File: src/rtl/upd1771c_host_tx_pkg.sv
// Shared types and default timing for the uPD1771C host command transmitter.
package upd1771c_host_tx_pkg;

    typedef enum logic [1:0] {
        S_IDLE  = 2'd0,
        S_ALIGN = 2'd1,
        S_HOLD  = 2'd2,
        S_GAP   = 2'd3
    } state_t;

    localparam int DEF_DEPTH    = 4;
    localparam int DEF_HOLD_CYC = 80;
    localparam int DEF_GAP_CYC  = 16;

    function automatic int max_int(input int a, input int b);
        return (a > b) ? a : b;
    endfunction

endpackage

File: src/rtl/upd1771c_host_tx_if.sv
// Command-byte write channel from the SCV bus glue into the transmitter.
interface upd1771c_host_tx_if;
    logic [7:0] WR_DATA;
    logic       WR_VALID;
    logic       WR_READY;

    modport master (output WR_DATA, output WR_VALID, input WR_READY);
    modport slave  (input WR_DATA, input WR_VALID, output WR_READY);
endinterface

File: src/rtl/upd1771c_tx_fifo.sv
// Synchronous DEPTH x 8 command FIFO; head byte is presented combinationally.
module upd1771c_tx_fifo #(
    parameter int DEPTH = 4
) (
    input  logic                     CLK,
    input  logic                     RESB,
    input  logic                     CKEN,
    input  logic                     push,
    input  logic                     pop,
    input  logic [7:0]               din,
    output logic [7:0]               dout,
    output logic [$clog2(DEPTH):0]   level
);
    localparam int AW = $clog2(DEPTH);
    localparam logic [AW:0]   FULL_LVL = (AW + 1)'(DEPTH);
    localparam logic [AW:0]   LVL_ONE  = (AW + 1)'(1);
    localparam logic [AW-1:0] PTR_ONE  = AW'(1);

    logic [7:0]    mem_r [DEPTH];
    logic [AW-1:0] wr_ptr_r;
    logic [AW-1:0] rd_ptr_r;
    logic [AW:0]   level_r;
    logic          do_push_s;
    logic          do_pop_s;

    // Qualify requests with the enable and with occupancy so the pointers never overrun.
    always_comb begin
        do_push_s = 1'b0;
        do_pop_s  = 1'b0;
        if (CKEN) begin
            do_push_s = push && (level_r != FULL_LVL);
            do_pop_s  = pop && (level_r != '0);
        end else begin
            do_push_s = 1'b0;
            do_pop_s  = 1'b0;
        end
    end

    // Storage array; contents need no reset because the pointers define validity.
    always_ff @(posedge CLK) begin
        if (do_push_s) begin
            mem_r[wr_ptr_r] <= din;
        end
    end

    // Pointers and occupancy; a simultaneous push and pop leaves the level unchanged.
    always_ff @(posedge CLK or negedge RESB) begin
        if (!RESB) begin
            wr_ptr_r <= '0;
            rd_ptr_r <= '0;
            level_r  <= '0;
        end else begin
            if (do_push_s) begin
                wr_ptr_r <= wr_ptr_r + PTR_ONE;
            end
            if (do_pop_s) begin
                rd_ptr_r <= rd_ptr_r + PTR_ONE;
            end
            case ({do_push_s, do_pop_s})
                2'b10:   level_r <= level_r + LVL_ONE;
                2'b01:   level_r <= level_r - LVL_ONE;
                default: level_r <= level_r;
            endcase
        end
    end

    assign dout  = mem_r[rd_ptr_r];
    assign level = level_r;

endmodule

File: src/rtl/upd1771c_host_tx.sv
// Drives queued command bytes onto the uPD1771C PA port, PHI2-aligned,
// holding each for a fixed sample window followed by an idle gap.
module upd1771c_host_tx
    import upd1771c_host_tx_pkg::*;
#(
    parameter int DEPTH    = DEF_DEPTH,
    parameter int HOLD_CYC = DEF_HOLD_CYC,
    parameter int GAP_CYC  = DEF_GAP_CYC
) (
    input  logic                   CLK,
    input  logic                   RESB,
    input  logic                   CKEN,
    input  logic                   PHI2P,
    upd1771c_host_tx_if.slave      wr,
    input  logic                   BUSY_I,
    output logic [7:0]             PA_O,
    output logic                   PA_OE,
    output logic                   IDLE,
    output logic [$clog2(DEPTH):0] LEVEL
);
    localparam int LW     = $clog2(DEPTH) + 1;
    localparam int CW_RAW = $clog2(max_int(HOLD_CYC, GAP_CYC));
    localparam int CW     = (CW_RAW < 1) ? 1 : CW_RAW;
    localparam logic [LW-1:0] FULL_LVL  = LW'(DEPTH);
    localparam logic [CW-1:0] HOLD_LOAD = CW'(HOLD_CYC - 1);
    localparam logic [CW-1:0] GAP_LOAD  = CW'(GAP_CYC - 1);
    localparam logic [CW-1:0] CNT_ONE   = CW'(1);

    state_t        state_r;
    logic [CW-1:0] cnt_r;
    logic [LW-1:0] level_s;
    logic [7:0]    head_s;
    logic          push_s;
    logic          pop_s;

    upd1771c_tx_fifo #(.DEPTH(DEPTH)) u_fifo (
        .CLK   (CLK),
        .RESB  (RESB),
        .CKEN  (CKEN),
        .push  (push_s),
        .pop   (pop_s),
        .din   (wr.WR_DATA),
        .dout  (head_s),
        .level (level_s)
    );

    assign wr.WR_READY = (level_s != FULL_LVL);
    assign push_s      = wr.WR_VALID & wr.WR_READY;
    assign LEVEL       = level_s;
    assign IDLE        = (state_r == S_IDLE) && (level_s == '0);

    // The head leaves the FIFO only on the PHI2 edge that starts a byte; busy wins over PHI2.
    always_comb begin
        pop_s = 1'b0;
        if (CKEN && (state_r == S_ALIGN) && !BUSY_I && PHI2P) begin
            pop_s = 1'b1;
        end else begin
            pop_s = 1'b0;
        end
    end

    // Byte sequencer: wait for PHI2, drive the byte for the hold window, then idle the bus for the gap.
    always_ff @(posedge CLK or negedge RESB) begin
        if (!RESB) begin
            state_r <= S_IDLE;
            cnt_r   <= '0;
            PA_O    <= 8'h00;
            PA_OE   <= 1'b0;
        end else if (CKEN) begin
            case (state_r)
                S_IDLE: begin
                    PA_OE <= 1'b0;
                    PA_O  <= 8'h00;
                    if ((level_s != '0) && !BUSY_I) begin
                        state_r <= S_ALIGN;
                    end
                end
                S_ALIGN: begin
                    if (BUSY_I) begin
                        state_r <= S_IDLE;
                    end else if (PHI2P) begin
                        PA_O    <= head_s;
                        PA_OE   <= 1'b1;
                        cnt_r   <= HOLD_LOAD;
                        state_r <= S_HOLD;
                    end
                end
                S_HOLD: begin
                    if (cnt_r == '0) begin
                        PA_OE   <= 1'b0;
                        PA_O    <= 8'h00;
                        cnt_r   <= GAP_LOAD;
                        state_r <= S_GAP;
                    end else begin
                        cnt_r <= cnt_r - CNT_ONE;
                    end
                end
                S_GAP: begin
                    if (cnt_r == '0) begin
                        state_r <= S_IDLE;
                    end else begin
                        cnt_r <= cnt_r - CNT_ONE;
                    end
                end
                default: begin
                    state_r <= S_IDLE;
                    PA_OE   <= 1'b0;
                    PA_O    <= 8'h00;
                end
            endcase
        end
    end

endmodule
File: src/flat_wrapper.sv
// flat-port wrapper written by rule: the top's interface ports become plain ports
module upd1771c_host_tx_flat import upd1771c_host_tx_pkg::*;
#(
    parameter int DEPTH    = DEF_DEPTH,
    parameter int HOLD_CYC = DEF_HOLD_CYC,
    parameter int GAP_CYC  = DEF_GAP_CYC
)
  (CLK, RESB, CKEN, PHI2P, BUSY_I, PA_O, PA_OE, IDLE, LEVEL, wr_WR_DATA, wr_WR_VALID, wr_WR_READY);
  upd1771c_host_tx_if wr_i ();
  input  logic CLK;
  input  logic RESB;
  input  logic CKEN;
  input  logic PHI2P;
  input  logic BUSY_I;
  output logic [7:0] PA_O;
  output logic PA_OE;
  output logic IDLE;
  output logic [$clog2(DEPTH):0] LEVEL;
  input wire logic [$bits(wr_i.WR_DATA)-1:0] wr_WR_DATA;
  input wire logic [$bits(wr_i.WR_VALID)-1:0] wr_WR_VALID;
  output wire logic [$bits(wr_i.WR_READY)-1:0] wr_WR_READY;
  assign wr_i.WR_DATA = wr_WR_DATA;
  assign wr_i.WR_VALID = wr_WR_VALID;
  assign wr_WR_READY = wr_i.WR_READY;
  upd1771c_host_tx #(.DEPTH(DEPTH), .HOLD_CYC(HOLD_CYC), .GAP_CYC(GAP_CYC)) u_core (.CLK(CLK), .RESB(RESB), .CKEN(CKEN), .PHI2P(PHI2P), .wr(wr_i), .BUSY_I(BUSY_I), .PA_O(PA_O), .PA_OE(PA_OE), .IDLE(IDLE), .LEVEL(LEVEL));
endmodule
File: config.mk
export PLATFORM = sky130hd
export DESIGN_NAME = upd1771c_host_tx_flat
export DESIGN_NICKNAME = d
export VERILOG_FILES = /design/src/rtl/upd1771c_host_tx_pkg.sv /design/src/rtl/upd1771c_host_tx_if.sv /design/src/rtl/upd1771c_tx_fifo.sv /design/src/rtl/upd1771c_host_tx.sv /design/src/flat_wrapper.sv
export SDC_FILE = /design/constraint.sdc
export NUM_CORES = 1
export LEC_CHECK = 0
export BUFFER_PORTS_ARGS = -buffer_cell sky130_fd_sc_hd__buf_2
export CORE_ASPECT_RATIO = 0.5
export CORE_MARGIN = 1.5
export CORE_UTILIZATION = 50
export DETAILED_ROUTE_END_ITERATION = 8
export PLACE_DENSITY = 0.69
export SYNTH_ARGS = -nofsm -noshare
export SYNTH_HDL_FRONTEND = slang
export SYNTH_SLANG_ARGS = --single-unit
File: constraint.sdc
create_clock -name CLK -period 2 [get_ports CLK]
set_clock_uncertainty 0.05 [all_clocks]
set_input_delay 0.1 -clock CLK [delete_from_list [all_inputs] [get_ports CLK]]
set_output_delay 0.1 -clock CLK [all_outputs]
set_load 0.02 [all_outputs]
Word level (Yosys, flattened, before mapping):

Memories as Yosys holds them, arrays and structs flattened.
Cells that the tools add are included.

* $add $sub $neg: 5
* equal/unequal tests: 13
* mux-type cells: 25
* bitwise operators: 1
* reductions and logical operators: 18

Operators with widths (count)
* two-way mux 7 bit: 4
* two-way mux 8 bit: 3
* one-hot mux 8 bit (3 select lines): 1
* one-hot mux 7 bit (3 select lines): 1
* AND reduction 5 bit: 3
* two-way mux 2 bit: 5
* nonzero test 3 bit: 3
* two-way mux 1 bit: 8
* != test 2 bit, second input constant: 4
* one-hot mux 2 bit (4 select lines): 1
* logical AND 1 bit: 7
* zero test 7 bit: 1
* subtractor 7 x 1 -> 7 bit, second input constant: 1
* equality test 2 bit, second input constant: 3
* != test 3 bit, second input constant: 2
* one-hot mux 3 bit (2 select lines): 1
* adder 2 x 1 -> 2 bit, second input constant: 2
* equality test 2 x 1 -> 1 bit, second input constant: 2
* != test 2 x 1 -> 1 bit, second input constant: 2
* adder 3 x 1 -> 3 bit, second input constant: 1
* zero test 3 bit: 1
* one-hot mux 1 bit (3 select lines): 1
* subtractor 3 x 1 -> 3 bit, second input constant: 1
* zero test 2 bit: 1
* other kinds (3): 3

* bits in registers: 25
* memory bits (writable): 32
* bits of input ports: 14
* output and inout bits: 14
* logic and storage cells: 70
* memories: 1

Memory list
* u_core.u_fifo.mem_r: words 4, bits a word 8, rd ports 1, clocked after memory_dff 0, write ports 1, line upd1771c_tx_fifo.sv:19 `logic [7:0] mem_r [DEPTH];`

Logic depth before layout (Yosys ltp):

Gate-level depths: netlist (run 1).

* word-level depth: 9
* depth in mapped cells: 11
* gate-level depth less buffers: 10

Hierarchy:

Synthesis (run 1) repeated with hierarchy kept, for this count alone.

* cell total of the unflattened synthesis: 178
* area total of the unflattened synthesis: 2603.7 µm²

By module, submodules not included
* upd1771c_tx_fifo: times used 1, cells each 78, area each 1601.5 µm², sequential area each 1136.1 µm²
* upd1771c_host_tx: times used 1, cells each 100, area each 1002.2 µm², sequential area each 450.4 µm²

Worst setup path before layout (run 1):

Ideal clock, no wire load.

* kind: flip-flop to flip-flop
* from: reg u_core.u_fifo.level_r[0] (netlist: u_core.u_fifo.level[0])
* to: reg u_core.u_fifo.level_r[2] (netlist: u_core.u_fifo.level[2])
* setup time: 0.080 ns
* arrival time: 2.218 ns
* required time: 1.870 ns
* slack: -0.348 ns
* cell stages (with the launch flop): 12
* path buffers: 1
* clock period less this slack: 2.348 ns
* cell sequence: dfrtp_1 -> inv_1 -> nand3_1 -> and3_1 -> clkbuf_1 -> inv_1 -> ha_1 -> inv_1 -> fa_1 -> xor2_1 -> nor2_1 -> xor2_1

* longest elaborated chain between the ends: 6
* elaborated cells on any way between the ends: 13
* those cells by class: 2 x add/sub; 3 x eq/ne; 3 x mux; 1 x bitwise; 4 x reduce/logical

RTL lines
* start: declaration: line upd1771c_tx_fifo.sv:22 `logic [AW:0] level_r;`
* start signal: assignment: line upd1771c_tx_fifo.sv:60 `2'b10: level_r <= level_r + LVL_ONE;`
* start signal: assignment: line upd1771c_tx_fifo.sv:61 `2'b01: level_r <= level_r - LVL_ONE;`
* start signal: assignment: line upd1771c_tx_fifo.sv:62 `default: level_r <= level_r;`
* != test 3 bit (*): line upd1771c_host_tx.sv:47 `assign wr.WR_READY = (level_s != FULL_LVL);`
* via wr_WR_READY: line flat_wrapper.sv:21 `output wire logic [$bits(wr_i.WR_READY)-1:0] wr_WR_READY;`
* bitwise AND 1 bit: line upd1771c_host_tx.sv:48 `assign push_s = wr.WR_VALID & wr.WR_READY;`
* logical AND 1 bit (*): line upd1771c_tx_fifo.sv:31 `do_push_s = push && (level_r != FULL_LVL);`
* two-way mux 1 bit (*): line upd1771c_tx_fifo.sv:30 `if (CKEN) begin`
* equality test 2 x 1 -> 1 bit / equality test 2 bit (equally long branches): line upd1771c_tx_fifo.sv:59 `case ({do_push_s, do_pop_s})`
* one-hot mux 3 bit (2 select lines) / nonzero test 2 bit (equally long branches)

Mark *: on every way through the listed nets, which the timed path passes. The rest lies on a longest branch.
A chain may end at the register's enable or synchronous reset.

==> results.md, run 1 <==
* TritonRoute pass-1 iters at 4
* Fin. Hold Viols at 0
* CTS tree: built
* Iteration-0 DRC Markers at 90
* RSZ-0062 raised after global routing: yes
* Cells after Synth at approximately 170
* Initial antenna violation count at 0
* Total CTS buffers at 9
* Largest net degree at the start of global routing at 26
* Mapped cell area at approximately 0.0025 mm^2
* Sequential area share after synthesis at 62.40%
* Worst stage delay on the critical path at 0.40 ns
* Synth warnings at 0
* Routed vias/inst at between 5 and 6
* H-tree depth at 3
* Clk root buf: clkbuf_8
* Leak at ~1.3 nW
* Post-synthesis cell type count at 46
* Final std cells w/o fill at 300
* CTS max path bufs at 2
* Final setup vio count at 0
* Pwr/cell area at 1281 mW/mm^2
* Final Hold Slack at just over 0.09 ns
* Die area at around 0.0055 mm^2
* Die X-Extent at a little over 100 um
* P_sw at roughly 1.4 mW
* CP arrival at 2.19 ns
* Max cap viols at 0
* I/O pin cnt at 28
* Slowest-stage cell, CP: dfrtp_1
* EDFF count, synth at 32
* Critical path peak fanout at 2
* Core area at between 0.004 and 0.005 mm^2
* Post-DP HPWL at about 3300 um
* Worst setup SP type: flop
* Leading post-synthesis cells by cell area: edfxtp_1, dfrtp_1, mux4_2, ha_1, a22o_1
* Post-synth top flop: edfxtp_1
* Least-Margin Pin Slew at around 0.6 ns
* Layout Area Growth over Synthesis at 23.57%
* Min Tclk post-route at just under 2 ns
* Vias in the first global route at roughly 1500
* FMAX at approximately 510 MHz
* Switching Share at between 30% and 40%
* Hold Path Stages at 4
* Post-DP Area at 0.002830 mm^2
* Crit path cell chain: nor2b_2 > and3_4 > and2_4 > ha_4 > inv_2 > fa_2 > xor2_2 > nor2_2 > xor2_1
* Total power at between 4 and 5 mW
* Site row count at 18
* Worst setup EP type: flop
* Gr usage total at between 10% and 20%
* # DRC at 0
* Slew margin rel. at between 50% and 60%
* Dpl ws at -0.02837 ns
* R2R Path End: u_core.u_fifo.level[2]
* Finished Cell Area at roughly 0.0031 mm^2
* Global-route wire length before repair at between 7000 and 8000 um
* Critical path required time at roughly 2.2 ns
* Class of the worst hold path: in2reg
* Setup Crit Path Kind: reg2reg
* Int Pwr at 2.583 mW
* Placed Cells at between 200 and 300
* Status: finished clean
* Number of I/O port buffers at 27
* Global route overflow at 0
* R2R depth at 9
* Reg2reg setup slack at approximately 0.026 ns
* Die H at roughly 53 um
* Synth area leader: edfxtp_1
* Mean Syn Cell Area at 14.70 um^2
* Final ANT Viol Nets at 0
* Clk Latency, worst-skew pair at about 0.34 ns
* Clock share of power at approximately a quarter
* Flop pwr share at between 40% and 50%
* Nets at 247
* Gate power share at 33.4%
* DRT Wirelength at ~4800 um
* Max Slew Vio Count at 0
* Initial Utilization at 51.78%
* Placer congestion estimate at approximately 0.76
* Worst setup margin at 0.02630 ns
* Syn Nets at around 200
* Avg WL per Cell at 16.08 um
* Via count at between 1500 and 2000
* Clock-pin transition on the worst setup and hold timing paths at approximately 0.07 ns
* Hold_sp: BUSY_I
* Clock sink total at 57
* VDD IR max at roughly 0.6 mV
* ANT cells at 0
* Asr flop ratio synth at 43.86%
* Part of the cycle the worst path needs at a little over nine tenths
* Synth Register Bits at 57
* Top-area cell type share of the netlist area at ~38%
* Share of cells above drive strength 1 at between 30% and 40%
## cell families (layout without fill, tap and decap cells)
| logic type | Yosys count | after routing | synth area share (%) |
|---|---|---|---|
| flip-flops | 57 | 57 | 62.40 |
| adder cells (fa/ha/maj) | 8 | 8 | 4.232 |
| multiplexers | 11 | 11 | 8.513 |
| AND/OR/NAND/NOR | 40 | 40 | 9.793 |
| buffers and inverters | 19 | 76 | 3.641 |
| XOR/XNOR | 6 | 6 | 2.067 |
| AO/OA/AOI/OAI | 32 | 32 | 9.350 |
## cell usage after synthesis, types with 2 or more instances
master / count
dfrtp_1: 25
o31ai_1: 2
mux4_2: 8
o21ai_1: 2
nor2_1: 6
and2_1: 5
ha_1: 7
nor2b_1: 5
a21oi_1: 6
nand3_1: 4
and3_2: 2
edfxtp_1: 32
nand2_1: 4
xnor2_1: 3
nor3_1: 3
buf_2: 3
and3_1: 2
a22o_1: 8
xor2_1: 3
o21ai_0: 5
inv_1: 12
a31oi_1: 2
## how the worst max path moves through the flow
stage	cells past startpoint	endpoint	from
5_1_grt	9	u_core.u_fifo.level[2]	flop
3_3_place_gp	8	u_core.u_fifo.level[2]	u_core.u_fifo.level[1]
3_5_place_dp	8	u_core.u_fifo.level[2]	u_core.u_fifo.level[1]
4_1_cts	9	u_core.u_fifo.level[2]	flop
2_1_floorplan	11	u_core.u_fifo.level[2]	u_core.u_fifo.level[0]
6_report	9	u_core.u_fifo.level[2]	flop
## cell type report
| type | count | area [um^2] |
|---|---|---|
| fillers | 373 | 1768 |
| flip-flops and latches | 57 | 1589 |
| multi-input cells | 97 | 920.9 |
| repair buffers | 48 | 315.3 |
| clock buffers | 9 | 123.9 |
| well taps | 70 | 87.58 |
| clock inverters | 7 | 55.05 |
| inverters | 12 | 50.05 |
## flip-flops by register name, summed over array words and instances, names as in the netlist, named ones only
register,flops
u_core.u_fifo.level,3
u_core.state_r,1
u_core.PA_OE,1
u_core.cnt_r,7
u_core.PA_O,8
u_core.u_fifo.wr_ptr_r,2
u_core.u_fifo.mem_r,32
u_core.u_fifo.rd_ptr_r,2
## worst max-delay path, delay by kind of cell, from the launching register on
family / cells / cell delay, ns
xor gates and xnor gates: 2 / 0.30
buffers and inverters: 1 / 0.04
DFF: 1 / 0.40
adders and majority gates: 2 / 0.49
and+or+nand+nor: 4 / 0.61
## cells in the final DEF, fill, tap and decap left out, types with 6 or more instances in the layout
| cell type | count |
|---|---|
| buf_2 | 27 |
| clkbuf_8 | 9 |
| a21oi_1 | 6 |
| dlygate4sd3_1 | 9 |
| mux4_2 | 8 |
| ha_1 | 6 |
| buf_4 | 12 |
| edfxtp_1 | 32 |
| inv_1 | 8 |
| dfrtp_1 | 23 |
| a22o_1 | 8 |
## stage by stage
stage	TNS, ns	utilization (%)
2_1_floorplan	-0.03237	-
3_3_place_gp	0	57.65
3_5_place_dp	-0.02837	57.65
4_1_cts	0	63.53
5_1_grt	-0.03211	63.99
6_report	0	63.99
## routing by layer
layer	up-vias	share of wire, %	track usage [%]
met5	-	0	0
met4	0	1.8	11.11
met3	9	3.6	5.665
met2	30	47	28.37
met1	792	48	25.48
li1	751	-	-
## repair_timing
item                                   4_1_cts  5_1_grt
resized for setup                            4        4
hold buffers                                 9        0
setup buffers                                1        1
endpoints found under the hold margin       57        0
setup endpoints to repair                    1        1
pin swaps                                    3        1
## power groups by stage
stage          Sequential, mW  Combinational (mW)  Clock, mW
2_1_floorplan            1.80               0.823          0
3_3_place_gp             1.71                1.24          0
3_5_place_dp             1.73                1.30          0
4_1_cts                  1.71                1.33      0.984
5_1_grt                  1.75                1.49       1.03
6_report                 1.71                1.34      0.966
Note: power is estimated with default switching activity, not from simulation.
==> run 2, diff against run 1 <==
--- a/config.mk
+++ b/config.mk
@@ -10,7 +10,7 @@
 export CORE_MARGIN = 1.5
 export CORE_UTILIZATION = 50
 export DETAILED_ROUTE_END_ITERATION = 8
-export PLACE_DENSITY = 0.69
+export PLACE_DENSITY_LB_ADDON = 0.1
 export SYNTH_ARGS = -nofsm -noshare
 export SYNTH_HDL_FRONTEND = slang
 export SYNTH_SLANG_ARGS = --single-unit
==> run 2 against run 1 <==
  * Hold slack got worse by 0.024 ns
  * Die area is the same
  * Critical endpoint unchanged
  * Cell count down 0.67%
  * Wire length down 4.4%
  * Worst setup slack improved by 0.049 ns
  * Largest power group unchanged
  * Largest cell class unchanged
  * Combinational power shrank 3%
  * Via count down 1.3%
  * Flip-flop and latch count is the same
  * Count of clock-buffer cells in the layout up 1
  * Clock power up 5%
==> results.md, run 2 (synthesis results as in run 1) <==
* Status: finished clean
* Die X-Extent at 103.8 um
* Largest net degree at the start of global routing at 26
* Flop pwr share at between 40% and 50%
* Post-DP Area at 0.002830 mm^2
* Buf/Inv on CP at 1
* Switching Share at 33.47%
* Slew margin rel. at between 60% and 70%
* Critical path required time at 2.15 ns
* Final ANT Viol Nets at 0
* Fin. Hold Viols at 0
* Largest reg by FF count: u_core.u_fifo.mem_r
* Worst path most repeated cell: xor2_1
* Crit path cell chain: or3_1 > and2_4 > ha_4 > inv_1 > fa_2 > xor2_1 > nor2_1 > xor2_1
* Global route overflow at 0
* Critical path's top delay family: simple AND/OR/NAND/NOR gates
* Initial antenna violation count at 0
* Int Pwr at 2.665 mW
* DRT Wirelength at ~4600 um
* Clock share of power at around a quarter
* Iteration-0 DRC Markers at 38
* TritonRoute pass-1 iters at 4
* Hold Path Stages at 4
* Max cap viols at 0
* Gate power share at between 30% and 40%
* Routed vias/inst at between 5 and 6
* Part of the cycle the worst path needs at around 96%
* Global-route wire length before repair at 7438 um
* CTS tree: built
* Core area at 0.004910 mm^2
* CTS max path bufs at 2
* FMAX at roughly 520 MHz
* ANT cells at 0
* Finished Cell Area at between 0.003 and 0.004 mm^2
* RSZ-0062 raised after global routing: no
* Clk root buf: clkbuf_8
* Initial Utilization at around half
* Min Tclk post-route at 1.925 ns
* Reg2reg setup slack at roughly 0.075 ns
* Worst setup EP type: flop
* Site row count at 18
* Post-CTS setup buffer count at 0
* H-tree depth at 3
* Max Slew Vio Count at 0
* Total CTS buffers at 9
* Final setup vio count at 0
* Setup Crit Path Kind: reg2reg
* Placer congestion estimate at a little over 0.8
* Largest register FFs at 32
* Pwr/cell area at roughly 1300 mW/mm^2
* Worst stage delay on the critical path at 0.42 ns
* Fill cell total of the finished layout at 394
* Avg WL per Cell at about 15 um
* Clock-pin transition on the worst setup and hold timing paths at about 0.060 ns
* Die area at 0.005548 mm^2
* Layout Area Growth over Synthesis at 22.39%
* Gr usage total at a little under a fifth
* P_sw at ~1.3 mW
* Worst setup SP type: flop
* Stages on worst setup path at 8
* Commonest non-fill, non-tap cell in the layout: edfxtp_1
* I/O pin cnt at 28
* Share of cells above drive strength 1 at 35.09%
* Least-Margin Pin Slew at about 0.57 ns
* Slowest-stage cell, CP: dfrtp_2
* # DRC at 0
* Die H at ~53 um
* Total power at 4.005 mW
* Leak at between 1 and 1.5 nW
* Largest registers: u_core.u_fifo.mem_r: 32 flops, u_core.PA_O: 8 flops, u_core.cnt_r: 7 flops
* VDD IR max at approximately 0.48 mV
* Vias in the first global route at about 1500
* R2R depth at 8
* CP arrival at between 2 and 2.5 ns
* Clock sink total at 57
* Number of I/O port buffers at 27
* Critical path peak fanout at 3
* Clk Latency, worst-skew pair at 0.32 ns
* Most frequent cells in the layout: edfxtp_1, buf_2, dfrtp_1
* Class of the worst hold path: in2reg
* Post-DP HPWL at roughly 3200 um
* Via count at between 1500 and 2000
* Nets at approximately 250
-- run 2: per-layer routing --
layer | track usage (%) | vias up | routed length [um]
met3 | 6.897 | 6 | 182
met2 | 32.23 | 37 | 2188
met5 | 0 | - | 0
met4 | 6.250 | 0 | 50
li1 | - | 749 | -
met1 | 22.47 | 769 | 2191
-- run 2: path summary, 6_finish.rpt --
| path | startpoint | to |
|---|---|---|
| min in group asynchronous | RESB | u_core.cnt_r[4] |
| max reg2reg | u_core.u_fifo.level[1] | u_core.u_fifo.level[2] |
| min reg2reg | u_core.cnt_r[6] | u_core.cnt_r[6] |
| max in group asynchronous | RESB | u_core.u_fifo.level[1] |
| max | u_core.u_fifo.level[1] | u_core.u_fifo.level[2] |
| min | BUSY_I | flop |
-- run 2: power groups by stage --
stage	logic (mW)	clock network [mW]	registers [mW]
2_1_floorplan	0.823	0	1.80
6_report	1.30	1.01	1.70
3_5_place_dp	1.29	0	1.72
4_1_cts	1.31	1.03	1.70
5_1_grt	1.46	1.08	1.73
3_3_place_gp	1.26	0	1.71
-- run 2: area by class of cell --
class | count | area (um^2) | share of cell area [%]
Multi-Input combinational cell | 97 | 900.9 | 28.95
Clock buffer | 10 | 127.6 | 4.101
Sequential cell | 57 | 1589 | 51.07
Timing Repair Buffer | 46 | 300.3 | 9.650
Inverter | 12 | 47.55 | 1.528
Clock inverter | 6 | 58.81 | 1.890
Tap cell | 70 | 87.58 | 2.815
-- run 2: metrics by stage --
stage | worst slack, ns | instances | TNS (ns) | util [%] | hold WS (ns)
finish | 0.07513 | 298 | 0 | 63.38 | 0.06680
detailed placement | -0.01468 | 273 | -0.01468 | 57.65 | 0.07458
global route | 0.004542 | 298 | 0 | 63.38 | 0.09620
CTS | 0.02058 | 298 | 0 | 63.33 | 0.05838
global placement | 0.08531 | 273 | 0 | 57.65 | 0.07461
floorplan | -0.03237 | 173 | -0.03237 | - | -0.2456
-- run 2: worst register-to-register path: stages, from the launching register on --
cell     delay [ns]
dfrtp_2        0.42
or3_1          0.39
and2_4         0.19
ha_4           0.16
inv_1          0.07
fa_2           0.19
xor2_1         0.15
nor2_1         0.07
xor2_1         0.14
-- run 2: what timing repair did --
| action | in CTS | in global routing |
|---|---|---|
| pin swaps | 0 | 1 |
| endpoints found under the hold margin | 57 | 0 |
| resized for setup | 1 | 1 |
| endpoints found under the setup margin | 1 | 1 |
| gates cloned | 0 | 0 |
| hold buffers | 9 | 0 |
==> run 3, diff against run 2 <==
--- a/config.mk
+++ b/config.mk
@@ -6,9 +6,10 @@
 export NUM_CORES = 1
 export LEC_CHECK = 0
 export BUFFER_PORTS_ARGS = -buffer_cell sky130_fd_sc_hd__buf_2
-export CORE_ASPECT_RATIO = 0.5
+export CELL_PAD_IN_SITES_DETAIL_PLACEMENT = 1
+export CELL_PAD_IN_SITES_GLOBAL_PLACEMENT = 1
 export CORE_MARGIN = 1.5
-export CORE_UTILIZATION = 50
+export CORE_UTILIZATION = 43
 export DETAILED_ROUTE_END_ITERATION = 8
 export PLACE_DENSITY_LB_ADDON = 0.1
 export SYNTH_ARGS = -nofsm -noshare
==> run 3 against run 2 <==
  * Maximum frequency increased by 0.35%
  * Wire length increased by 19%
  * Hold slack improved by 0.035 ns
  * Die area increased by 15%
  * Combinational power increased by 3%
  * Worst setup slack improved by 0.0067 ns
  * Core utilization decreased by 7.3 points
  * Register-to-register slack about the same
  * Sequential share of layout area decreased by 0.51 points
  * Critical path type unchanged
  * Clock power increased by 6%
  * First-iteration DRC count increased to 2.9 times the previous value
==> results.md, run 3 (synthesis results as in run 1) <==
* Status: finished clean
* Fin. Hold Viols at 0
* Setup Crit Path Kind: reg2reg
* Die X-Extent at about 80 um
* Multi-input gate area at roughly 910 um^2
* Placed Cells at 276
* CTS tree: built
* Iteration-0 DRC Markers at 112
* I/O pin cnt at 28
* Leak at about 1.3 nW
* Clk root buf: clkbuf_8
* Worst path most repeated cell: xor2_1
* Largest registers: u_core.u_fifo.mem_r: 32 flops, u_core.PA_O: 8 flops, u_core.cnt_r: 7 flops
* Initial antenna violation count at 0
* Share of cells above drive strength 1 at ~37%
* Crit path cell chain: nor2b_2 > and3_4 > and2_4 > ha_4 > inv_1 > fa_2 > xor2_1 > nor2_1 > xor2_1
* Hold_sp: BUSY_I
* Placer congestion estimate at roughly 0.74
* Pwr/cell area at roughly 1300 mW/mm^2
* Global-route wire length before repair at 9239 um
* H-tree depth at 3
* Critical path peak fanout at 2
* FMAX at 521.3 MHz
* Part of the cycle the worst path needs at 95.91%
* FF+latch area at 0.001589 mm^2
* Nets at about 250
* Largest register FFs at 32
* Worst stage delay on the critical path at 0.38 ns
* Largest net degree at the start of global routing at 26
* Commonest non-fill, non-tap cell in the layout: edfxtp_1
* Initial Utilization at about 45%
* Number of I/O port buffers at 27
* Vias in the first global route at approximately 1800
* Critical path required time at 2.21 ns
* Hold Path Stages at 4
* Max cap viols at 0
* Avg WL per Cell at 18.23 um
* TritonRoute pass-1 iters at 4
* Max Slew Vio Count at 0
* R2R depth at 9
* R2R Path End: u_core.u_fifo.level[2]
* Core area at around 0.0056 mm^2
* Least-Margin Pin Slew at about 0.63 ns
* Final ANT Viol Nets at 0
* Via count at about 1600
* Site row count at 27
* Fill cell total of the finished layout at just under 600
* DRT Wirelength at between 5000 and 6000 um
* Clk Latency, worst-skew pair at between 0.3 and 0.4 ns
* Critical path's top delay family: simple AND/OR/NAND/NOR gates
* Die H at ~80 um
* Gr usage total at roughly 20%
* Most frequent cells in the layout: edfxtp_1, buf_2, dfrtp_1
* Global route overflow at 0
* Largest reg by FF count: u_core.u_fifo.mem_r
* Reg2reg setup slack at 0.08 ns
* Final setup vio count at 0
* Worst setup SP type: flop
* Clock sink total at 57
* Layout Area Growth over Synthesis at 23.62%
* Slowest-stage cell, CP: dfrtp_1
* ANT cells at 0
* Worst setup EP type: flop
* Buf/Inv on CP at 1
* Routed vias/inst at around 5.3
* Die area at 0.006383 mm^2
* CP arrival at ~2.1 ns
* Slew margin rel. at ~58%
* # DRC at 0
* Total CTS buffers at 9
* Post-DP HPWL at roughly 3700 um
* Final Core Density at a little under three fifths
* VDD IR max at around 0.65 mV
* RSZ-0062 raised after global routing: no
* Final std cells w/o fill at 301
* Min Tclk post-route at approximately 1.9 ns
* CTS max path bufs at 2
* Final Hold Slack at approximately 0.10 ns
* Class of the worst hold path: in2reg
* Total power at 4.133 mW
* Clock-pin transition on the worst setup and hold timing paths at 0.06 ns
[run 3: worst reg2reg max path, delay by kind of cell, from the launching register on]
family	cells	cell delay [ns]
flip-flops	1	0.38
AND/OR/NAND/NOR	4	0.61
buffers and inverters	1	0.05
adder cells (fa/ha/maj)	2	0.46
XOR/XNOR	2	0.30
[run 3: repair_timing]
action / CTS / global route
setup buffers: 0 / 0
endpoints found under the setup margin: 1 / 1
gates resized for setup: 1 / 3
gates cloned: 0 / 0
hold buffers: 9 / 0
pin swaps: 0 / 0
endpoints found under the hold margin: 57 / 0
[run 3: area by class of cell]
cell class,instances,share of cell area [%]
clock buffers,11,4.498
repair buffers,47,9.793
flip-flops and latches,57,50.56
clock inverters,5,1.791
inverters,12,1.513
multi-input cells,97,28.98
well taps,72,2.866
[run 3: through the flow]
step | instance area, um^2 | setup WS, ns | setup TNS (ns)
3_3_place_gp | 2840 | 0.09814 | 0
3_5_place_dp | 2840 | 0.009793 | 0
6_report | 3143 | 0.08179 | 0
4_1_cts | 3131 | 0.04042 | 0
2_1_floorplan | 2590 | -0.03237 | -0.03237
5_1_grt | 3143 | 0.002970 | 0
[run 3: worst max path at each step]
stage	from	to	slack [ns]	cells past startpoint
after floorplan	u_core.u_fifo.level[0]	u_core.u_fifo.level[2]	-0.03	11
after global placement	flop	u_core.u_fifo.level[2]	0.1	9
after detailed placement	flop	u_core.u_fifo.level[2]	0.01	9
after CTS	flop	u_core.u_fifo.level[2]	0.04	9
after global routing	u_core.u_fifo.level[1]	u_core.u_fifo.level[2]	0.003	10
final	flop	u_core.u_fifo.level[2]	0.08	9
[run 3: routing by layer]
layer | global-route usage, % | vias up | wire, um
met1 | 27.34 | 822 | 2504
met2 | 30.76 | 28 | 2673
met4 | 11.38 | 0 | 145
met3 | 4.114 | 11 | 163
met5 | 0 | - | 0
li1 | - | 749 | -
[run 3: where the power goes]
| group | internal [mW] | switching [mW] |
|---|---|---|
| registers | 1.52 | 0.204 |
| logic | 0.595 | 0.746 |
| clock network | 0.607 | 0.465 |
| total | 2.72 | 1.42 |
